`src/rtl/fp_exc_pkg.sv`:
```
// Shared constants and types for the floating-point exception interrupt controller.
// Contents: exception bit indices, vector/cause widths, cause codes,
// the controller FSM state type, and a helper that converts a cause code
// back into its one-hot exception bit.
package fp_exc_pkg;

  localparam int NUM_EXC = 6;
  localparam int CAUSE_W = 3;

  // Bit positions inside exc_flags / enable / pending / sticky_status
  localparam int EXC_INEXACT   = 0;
  localparam int EXC_QNAN      = 1;
  localparam int EXC_UNDERFLOW = 2;
  localparam int EXC_OVERFLOW  = 3;
  localparam int EXC_DIV0      = 4;
  localparam int EXC_SNAN      = 5;

  // Cause code = bit index + 1, so that 0 can mean "no interrupt"
  localparam logic [CAUSE_W-1:0] CAUSE_NONE      = 3'd0;
  localparam logic [CAUSE_W-1:0] CAUSE_INEXACT   = 3'd1;
  localparam logic [CAUSE_W-1:0] CAUSE_QNAN      = 3'd2;
  localparam logic [CAUSE_W-1:0] CAUSE_UNDERFLOW = 3'd3;
  localparam logic [CAUSE_W-1:0] CAUSE_OVERFLOW  = 3'd4;
  localparam logic [CAUSE_W-1:0] CAUSE_DIV0      = 3'd5;
  localparam logic [CAUSE_W-1:0] CAUSE_SNAN      = 3'd6;

  typedef enum logic [1:0] {
    ST_IDLE    = 2'd0,
    ST_REQ     = 2'd1,
    ST_SERVICE = 2'd2
  } fsm_state_t;

  // One-hot exception bit for a cause code; all-zero for CAUSE_NONE or
  // out-of-range codes.
  function automatic logic [NUM_EXC-1:0] cause_to_mask(input logic [CAUSE_W-1:0] c);
    logic [NUM_EXC-1:0] m;
    for (int i = 0; i < NUM_EXC; i++) begin
      m[i] = (c == CAUSE_W'(i + 1));
    end
    return m;
  endfunction

endpackage

```
`src/rtl/fp_interrupt_controller_if.sv`:
```
// Bus between the FPU/sequencer side and the interrupt controller.
// master : drives fpu_valid, exc_flags, mask_we, mask_wdata, status_clr,
//          irq_ack, irq_done; observes irq, irq_cause, pending,
//          sticky_status, enable, in_service.
// slave  : the controller (opposite directions).
interface fp_interrupt_controller_if;
  import fp_exc_pkg::*;

  logic               fpu_valid;
  logic [NUM_EXC-1:0] exc_flags;
  logic               mask_we;
  logic [NUM_EXC-1:0] mask_wdata;
  logic               status_clr;
  logic               irq_ack;
  logic               irq_done;
  logic               irq;
  logic [CAUSE_W-1:0] irq_cause;
  logic [NUM_EXC-1:0] pending;
  logic [NUM_EXC-1:0] sticky_status;
  logic [NUM_EXC-1:0] enable;
  logic               in_service;

  modport master (
    output fpu_valid, exc_flags, mask_we, mask_wdata, status_clr, irq_ack, irq_done,
    input  irq, irq_cause, pending, sticky_status, enable, in_service
  );

  modport slave (
    input  fpu_valid, exc_flags, mask_we, mask_wdata, status_clr, irq_ack, irq_done,
    output irq, irq_cause, pending, sticky_status, enable, in_service
  );

endinterface

```
`src/rtl/fp_exc_prio_enc.sv`:
```
// Fixed-priority encoder for pending-and-enabled exceptions.
// Ports:
//   vec   in  NUM_EXC  candidate exceptions (bit order as exc_flags)
//   cause out CAUSE_W  highest-priority set bit as index+1, 0 if none
// Priority follows bit index: SNaN (bit 5) highest, inexact (bit 0) lowest.
module fp_exc_prio_enc
  import fp_exc_pkg::*;
(
  input  logic [NUM_EXC-1:0] vec,
  output logic [CAUSE_W-1:0] cause
);

  // Ascending scan: the last (highest) set bit overwrites lower ones.
  always_comb begin
    cause = CAUSE_NONE;
    for (int i = 0; i < NUM_EXC; i++) begin
      if (vec[i]) cause = CAUSE_W'(i + 1);
    end
  end

endmodule

```
`src/rtl/fp_interrupt_controller.sv`:
```
// Floating-point exception interrupt controller.
// Captures FPU exception flags into pending and sticky registers, arbitrates
// enabled pending exceptions by fixed priority and hands one interrupt at a
// time to the sequencer through an ack/done handshake.
// Ports:
//   clk               in   rising-edge clock
//   interrupt_reset_n in   asynchronous active-low reset
//   bus               slave modport of fp_interrupt_controller_if
//
// state      | meaning
// -----------+-------------------------------------------------------
// ST_IDLE    | no interrupt presented; arbitrating pending & enable
// ST_REQ     | irq high, irq_cause held until ack or mask-out
// ST_SERVICE | handler running; new events only accumulate in pending
module fp_interrupt_controller
  import fp_exc_pkg::*;
(
  input logic                      clk,
  input logic                      interrupt_reset_n,
  fp_interrupt_controller_if.slave bus
);

  fsm_state_t         state_q, state_d;
  logic               irq_q, irq_d;
  logic [CAUSE_W-1:0] cause_q, cause_d;
  logic [NUM_EXC-1:0] pending_q, pending_d;
  logic [NUM_EXC-1:0] sticky_q, sticky_d;
  logic [NUM_EXC-1:0] enable_q, enable_d;

  logic [NUM_EXC-1:0] req_vec;
  logic [CAUSE_W-1:0] arb_cause;
  logic [NUM_EXC-1:0] set_vec;
  logic [NUM_EXC-1:0] clr_mask;
  logic               cause_masked;

  assign req_vec = pending_q & enable_q;
  assign set_vec = bus.fpu_valid ? bus.exc_flags : '0;

  // The presented cause is withdrawn when the mask write sampled this edge
  // disables it.
  assign cause_masked = bus.mask_we && ((bus.mask_wdata & cause_to_mask(cause_q)) == '0);

  fp_exc_prio_enc u_prio_enc (
    .vec   (req_vec),
    .cause (arb_cause)
  );

  // State and register update
  always_ff @(posedge clk or negedge interrupt_reset_n) begin
    if (!interrupt_reset_n) begin
      state_q   <= ST_IDLE;
      irq_q     <= 1'b0;
      cause_q   <= CAUSE_NONE;
      pending_q <= '0;
      sticky_q  <= '0;
      enable_q  <= '1;
    end else begin
      state_q   <= state_d;
      irq_q     <= irq_d;
      cause_q   <= cause_d;
      pending_q <= pending_d;
      sticky_q  <= sticky_d;
      enable_q  <= enable_d;
    end
  end

  // Next state
  always_comb begin
    state_d = state_q;
    case (state_q)
      ST_IDLE:    if (|req_vec) state_d = ST_REQ;
      ST_REQ: begin
        if (bus.irq_ack)      state_d = ST_SERVICE;
        else if (cause_masked) state_d = ST_IDLE;
      end
      ST_SERVICE: if (bus.irq_done) state_d = ST_IDLE;
      default:    state_d = ST_IDLE;
    endcase
  end

  // Registered outputs and the pending clear on acknowledge
  always_comb begin
    irq_d    = irq_q;
    cause_d  = cause_q;
    clr_mask = '0;
    case (state_q)
      ST_IDLE: begin
        if (|req_vec) begin
          irq_d   = 1'b1;
          cause_d = arb_cause;
        end
      end
      ST_REQ: begin
        if (bus.irq_ack) begin
          irq_d    = 1'b0;
          cause_d  = CAUSE_NONE;
          clr_mask = cause_to_mask(cause_q);
        end else if (cause_masked) begin
          irq_d   = 1'b0;
          cause_d = CAUSE_NONE;
        end
      end
      default: begin
        irq_d   = 1'b0;
        cause_d = CAUSE_NONE;
      end
    endcase
  end

  // Sets are ORed in after clears so a same-cycle event always survives.
  always_comb begin
    pending_d = (pending_q & ~clr_mask) | set_vec;
    sticky_d  = (bus.status_clr ? '0 : sticky_q) | set_vec;
    enable_d  = bus.mask_we ? bus.mask_wdata : enable_q;
  end

  assign bus.irq           = irq_q;
  assign bus.irq_cause     = cause_q;
  assign bus.pending       = pending_q;
  assign bus.sticky_status = sticky_q;
  assign bus.enable        = enable_q;
  assign bus.in_service    = (state_q == ST_SERVICE);

endmodule

```
`src/flat_wrapper.sv`:
```
// flat-port wrapper written by rule: the top's interface ports become plain ports
module fp_interrupt_controller_flat import fp_exc_pkg::*;
  (clk, interrupt_reset_n, bus_fpu_valid, bus_exc_flags, bus_mask_we, bus_mask_wdata, bus_status_clr, bus_irq_ack, bus_irq_done, bus_irq, bus_irq_cause, bus_pending, bus_sticky_status, bus_enable, bus_in_service);
  fp_interrupt_controller_if bus_i ();
  input logic clk;
  input logic interrupt_reset_n;
  input wire logic [$bits(bus_i.fpu_valid)-1:0] bus_fpu_valid;
  input wire logic [$bits(bus_i.exc_flags)-1:0] bus_exc_flags;
  input wire logic [$bits(bus_i.mask_we)-1:0] bus_mask_we;
  input wire logic [$bits(bus_i.mask_wdata)-1:0] bus_mask_wdata;
  input wire logic [$bits(bus_i.status_clr)-1:0] bus_status_clr;
  input wire logic [$bits(bus_i.irq_ack)-1:0] bus_irq_ack;
  input wire logic [$bits(bus_i.irq_done)-1:0] bus_irq_done;
  output wire logic [$bits(bus_i.irq)-1:0] bus_irq;
  output wire logic [$bits(bus_i.irq_cause)-1:0] bus_irq_cause;
  output wire logic [$bits(bus_i.pending)-1:0] bus_pending;
  output wire logic [$bits(bus_i.sticky_status)-1:0] bus_sticky_status;
  output wire logic [$bits(bus_i.enable)-1:0] bus_enable;
  output wire logic [$bits(bus_i.in_service)-1:0] bus_in_service;
  assign bus_i.fpu_valid = bus_fpu_valid;
  assign bus_i.exc_flags = bus_exc_flags;
  assign bus_i.mask_we = bus_mask_we;
  assign bus_i.mask_wdata = bus_mask_wdata;
  assign bus_i.status_clr = bus_status_clr;
  assign bus_i.irq_ack = bus_irq_ack;
  assign bus_i.irq_done = bus_irq_done;
  assign bus_irq = bus_i.irq;
  assign bus_irq_cause = bus_i.irq_cause;
  assign bus_pending = bus_i.pending;
  assign bus_sticky_status = bus_i.sticky_status;
  assign bus_enable = bus_i.enable;
  assign bus_in_service = bus_i.in_service;
  fp_interrupt_controller u_core (.clk(clk), .interrupt_reset_n(interrupt_reset_n), .bus(bus_i));
endmodule
```
`config.mk`:
```
export PLATFORM = sky130hd
export DESIGN_NAME = fp_interrupt_controller_flat
export DESIGN_NICKNAME = d
export VERILOG_FILES = /design/src/rtl/fp_exc_pkg.sv /design/src/rtl/fp_interrupt_controller_if.sv /design/src/rtl/fp_exc_prio_enc.sv /design/src/rtl/fp_interrupt_controller.sv /design/src/flat_wrapper.sv
export SDC_FILE = /design/constraint.sdc
export NUM_CORES = 1
export LEC_CHECK = 0
export CAP_MARGIN = 10
export CORE_ASPECT_RATIO = 1.4
export CORE_MARGIN = 5
export CORE_UTILIZATION = 42
export CTS_BUF_LIST = sky130_fd_sc_hd__clkbuf_16
export CTS_CLUSTER_SIZE = 8
export DETAILED_ROUTE_END_ITERATION = 6
export GPL_ROUTABILITY_DRIVEN = 0
export PLACE_DENSITY_LB_ADDON = 0.15
export RECOVER_POWER = 25
export SYNTH_ARGS = -nofsm -noshare
export SYNTH_HDL_FRONTEND = slang
export SYNTH_SLANG_ARGS = --single-unit
export TNS_END_PERCENT = 50
```
`constraint.sdc`:
```
create_clock -name clk -period 1.7 [get_ports clk]
set_input_delay 0.34 -clock clk [delete_from_list [all_inputs] [get_ports clk]]
set_output_delay 0.34 -clock clk [all_outputs]
set_load 0.05 [all_outputs]
```
==> flow_metrics.env <==
export IMPL_yosys_register_bits=24
export IMPL_clock_root_buffer="clkbuf_16"
export IMPL_slowest_stage="dfrtp_2"
export IMPL_final_cell_mix="nand2_1 (21), buf_4 (18), clkdlybuf4s50_1 (17)"
export IMPL_cp_depth=5
export IMPL_synth_area_um2=1090
export IMPL_rr_worst_depth=5
export IMPL_slew_viol_final=0
export IMPL_postCtsSetupBuffers=0
export IMPL_cts_tree="built"
export IMPL_post_synth_cell_area_avg_um2=10.9
export IMPL_worst_path_buf_inv=0
export IMPL_p_per_area_nw_per_um2=1600
export IMPL_start_kind="register"
export IMPL_drc=0
export IMPL_drive_above_1_share_pct=33.8
export IMPL_grt_overflow=0
export IMPL_core_area_um2=2440
export IMPL_fin_nets=168
export IMPL_synthDistinctLibCells=26
export IMPL_vias=956
export IMPL_tightest_slew_ns=0.593
export IMPL_outcome="finished clean"
export IMPL_worstSetupPathType="register to register"
export IMPL_numPortBuffers=41
export IMPL_post_route_util_pct=70.6
export IMPL_io_pins=42
export IMPL_cp_arrival_ns=1.75
export IMPL_yosysTopAreaCellShare_pct=41.3
export IMPL_core_rowCount=21
export IMPL_wl_mm=2.82
export IMPL_final_common_cell="nand2_1"
export IMPL_ant_nets=0
export IMPL_grt_pass1_wl_mm=4.75
export IMPL_rsz0062_at_grt="no"
export IMPL_p_leak_uw=0.000759
export IMPL_drt_iter0_drc=18
export IMPL_clk_latency_ns=0.26
export IMPL_relSlewSlack_pct=60.5
export IMPL_track_usage_pct=16.7
export IMPL_syn_nets=119
export IMPL_drv_cap=0
export IMPL_synth_warnings=0
export IMPL_fin_crit_ns=1.60
export IMPL_n_antenna_cell=0
export IMPL_synthTopCellsByArea="dfrtp_1 (41%), dfstp_2 (14%), nand2_1 (7.2%)"
export IMPL_fp_dieH_um=70.3
export IMPL_die_width_um=53.1
export IMPL_clk_path_buf_depth=2
export IMPL_antenna_found_initial=0
export IMPL_required_ns=1.85
export IMPL_area_growth_pct=58.3
export IMPL_max_stage_delay_ns=0.48
export IMPL_irDropWorstVdd_mv=0.921
export IMPL_hold_violations=0
export IMPL_routedWlPerCell_um=15.5
export IMPL_hold_depth=1
export IMPL_dieArea_um2=3730
export IMPL_clock_sinks=24
export IMPL_fin_skew_ns=0.00109
export IMPL_critPathMaxFanout=9
export IMPL_worstPathCellList="mux2i_1 > o21ai_1 > a211oi_2 > o41ai_4 > a22o_1"
export IMPL_period_share_pct=94.2
export IMPL_setup_violations=0
export IMPL_min_path_type="register to register"
export IMPL_yosysSeqAreaShare_pct=55.8
export IMPL_endpoint_kind="register"
export IMPL_fmax_mhz=625
export IMPL_grt_max_degree=25
export IMPL_grt_pass1_vias=1018
export IMPL_synthCells=100
export IMPL_clk_pin_slew_ns=0.06
export IMPL_hpwl_mm=2.21
export IMPL_cts_htree_levels=1
export IMPL_cts_resized=0
export IMPL_synth_top_cell_by_area="dfrtp_1"
export IMPL_firstDrtPassIters=4
export IMPL_holdBufCountCts=0
export IMPL_numCtsBuffers=3
export IMPL_power_uw=2760
export IMPL_cp_top_family="compound AO/OA/AOI/OAI gates"
export IMPL_viasPerCell=5.25
export IMPL_initial_core_util_pct=44.6
power by group:
part | switching [uW] | internal [uW]
sequential | 173 | 714
clock | 197 | 468
combinational | 702 | 504
total | 1070 | 1690
sequential cells by signal, indices dropped and copies added, names as in the netlist:
name and count:
u_core.bus.enable 6, u_core.bus.irq 1, u_core.bus.irq_cause 3, u_core.bus.pending 6, u_core.bus.sticky_status 6, u_core.state_q 2
Yosys cell counts (all sizes together):
library cell and count:
mux2 6, nand4 1, buf 1, nand2 21, o41ai 2, nand4b 1, nor2 2, inv 8
a32oi 1, a211oi 1, dfrtp 18, clkbuf 1, a21oi 2, dfstp 6, a22o 4, o31ai 2
o21ai 13, a21o 1, a22oi 1, nand2b 2, mux2i 2, or2 1, nand3b 2, a32o 1
metal layers:
layer	global-route usage (%)	routed length, um	share of wire (%)
met1	20.7	1080	38
met5	0	0	0
met2	27.6	1480	52
met3	2.98	169	6.0
met4	6.82	95	3.4
path summary, 6_finish.rpt:
check,startpoint,end,slack [ns]
worst min-delay path,u_core.bus.irq,u_core.bus.irq,0.52
worst max register to register,u_core.bus.irq_cause[1],u_core.bus.irq_cause[2],0.1
worst min register to register,u_core.bus.irq,u_core.bus.irq,0.52
worst max-delay path,u_core.bus.irq_cause[1],u_core.bus.irq_cause[2],0.1
max in group asynchronous,interrupt_reset_n,u_core.bus.irq_cause[1],0.66
min in group asynchronous,interrupt_reset_n,u_core.bus.sticky_status[2],0.62
layout make-up:
type / count / area [um2]
Sequential cell: 24 / 611
Clock buffer: 3 / 75.1
Multi-Input combinational cell: 66 / 437
Fill cell: 197 / 718
Clock inverter: 1 / 30.0
Tap cell: 34 / 42.5
Timing Repair Buffer: 46 / 500
Inverter: 8 / 30.0
stage by stage:
stage	worst slack (ns)	instances	hold WS (ns)	cell area (um2)	setup TNS (ns)
floorplan	0.00533	100	0.0444	1090	0
global placement	-0.0834	178	0.491	1620	-0.239
detailed placement	-0.135	178	0.513	1620	-0.442
CTS	0.100	182	0.452	1730	0
global route	0.0286	182	0.551	1730	0
finish	0.0988	182	0.519	1730	0
logic make-up (layout without fill, tap and decap cells):
logic type	count (synthesis)	after routing	share of synthesized area [%]
AOI/OAI and AO/OA	28	28	19.1
buffers and inverters	10	58	4.13
DFF	24	24	55.8
muxes	8	8	8.04
and+or+nand+nor	30	30	13.0
Power figures use the tool's default switching activity.
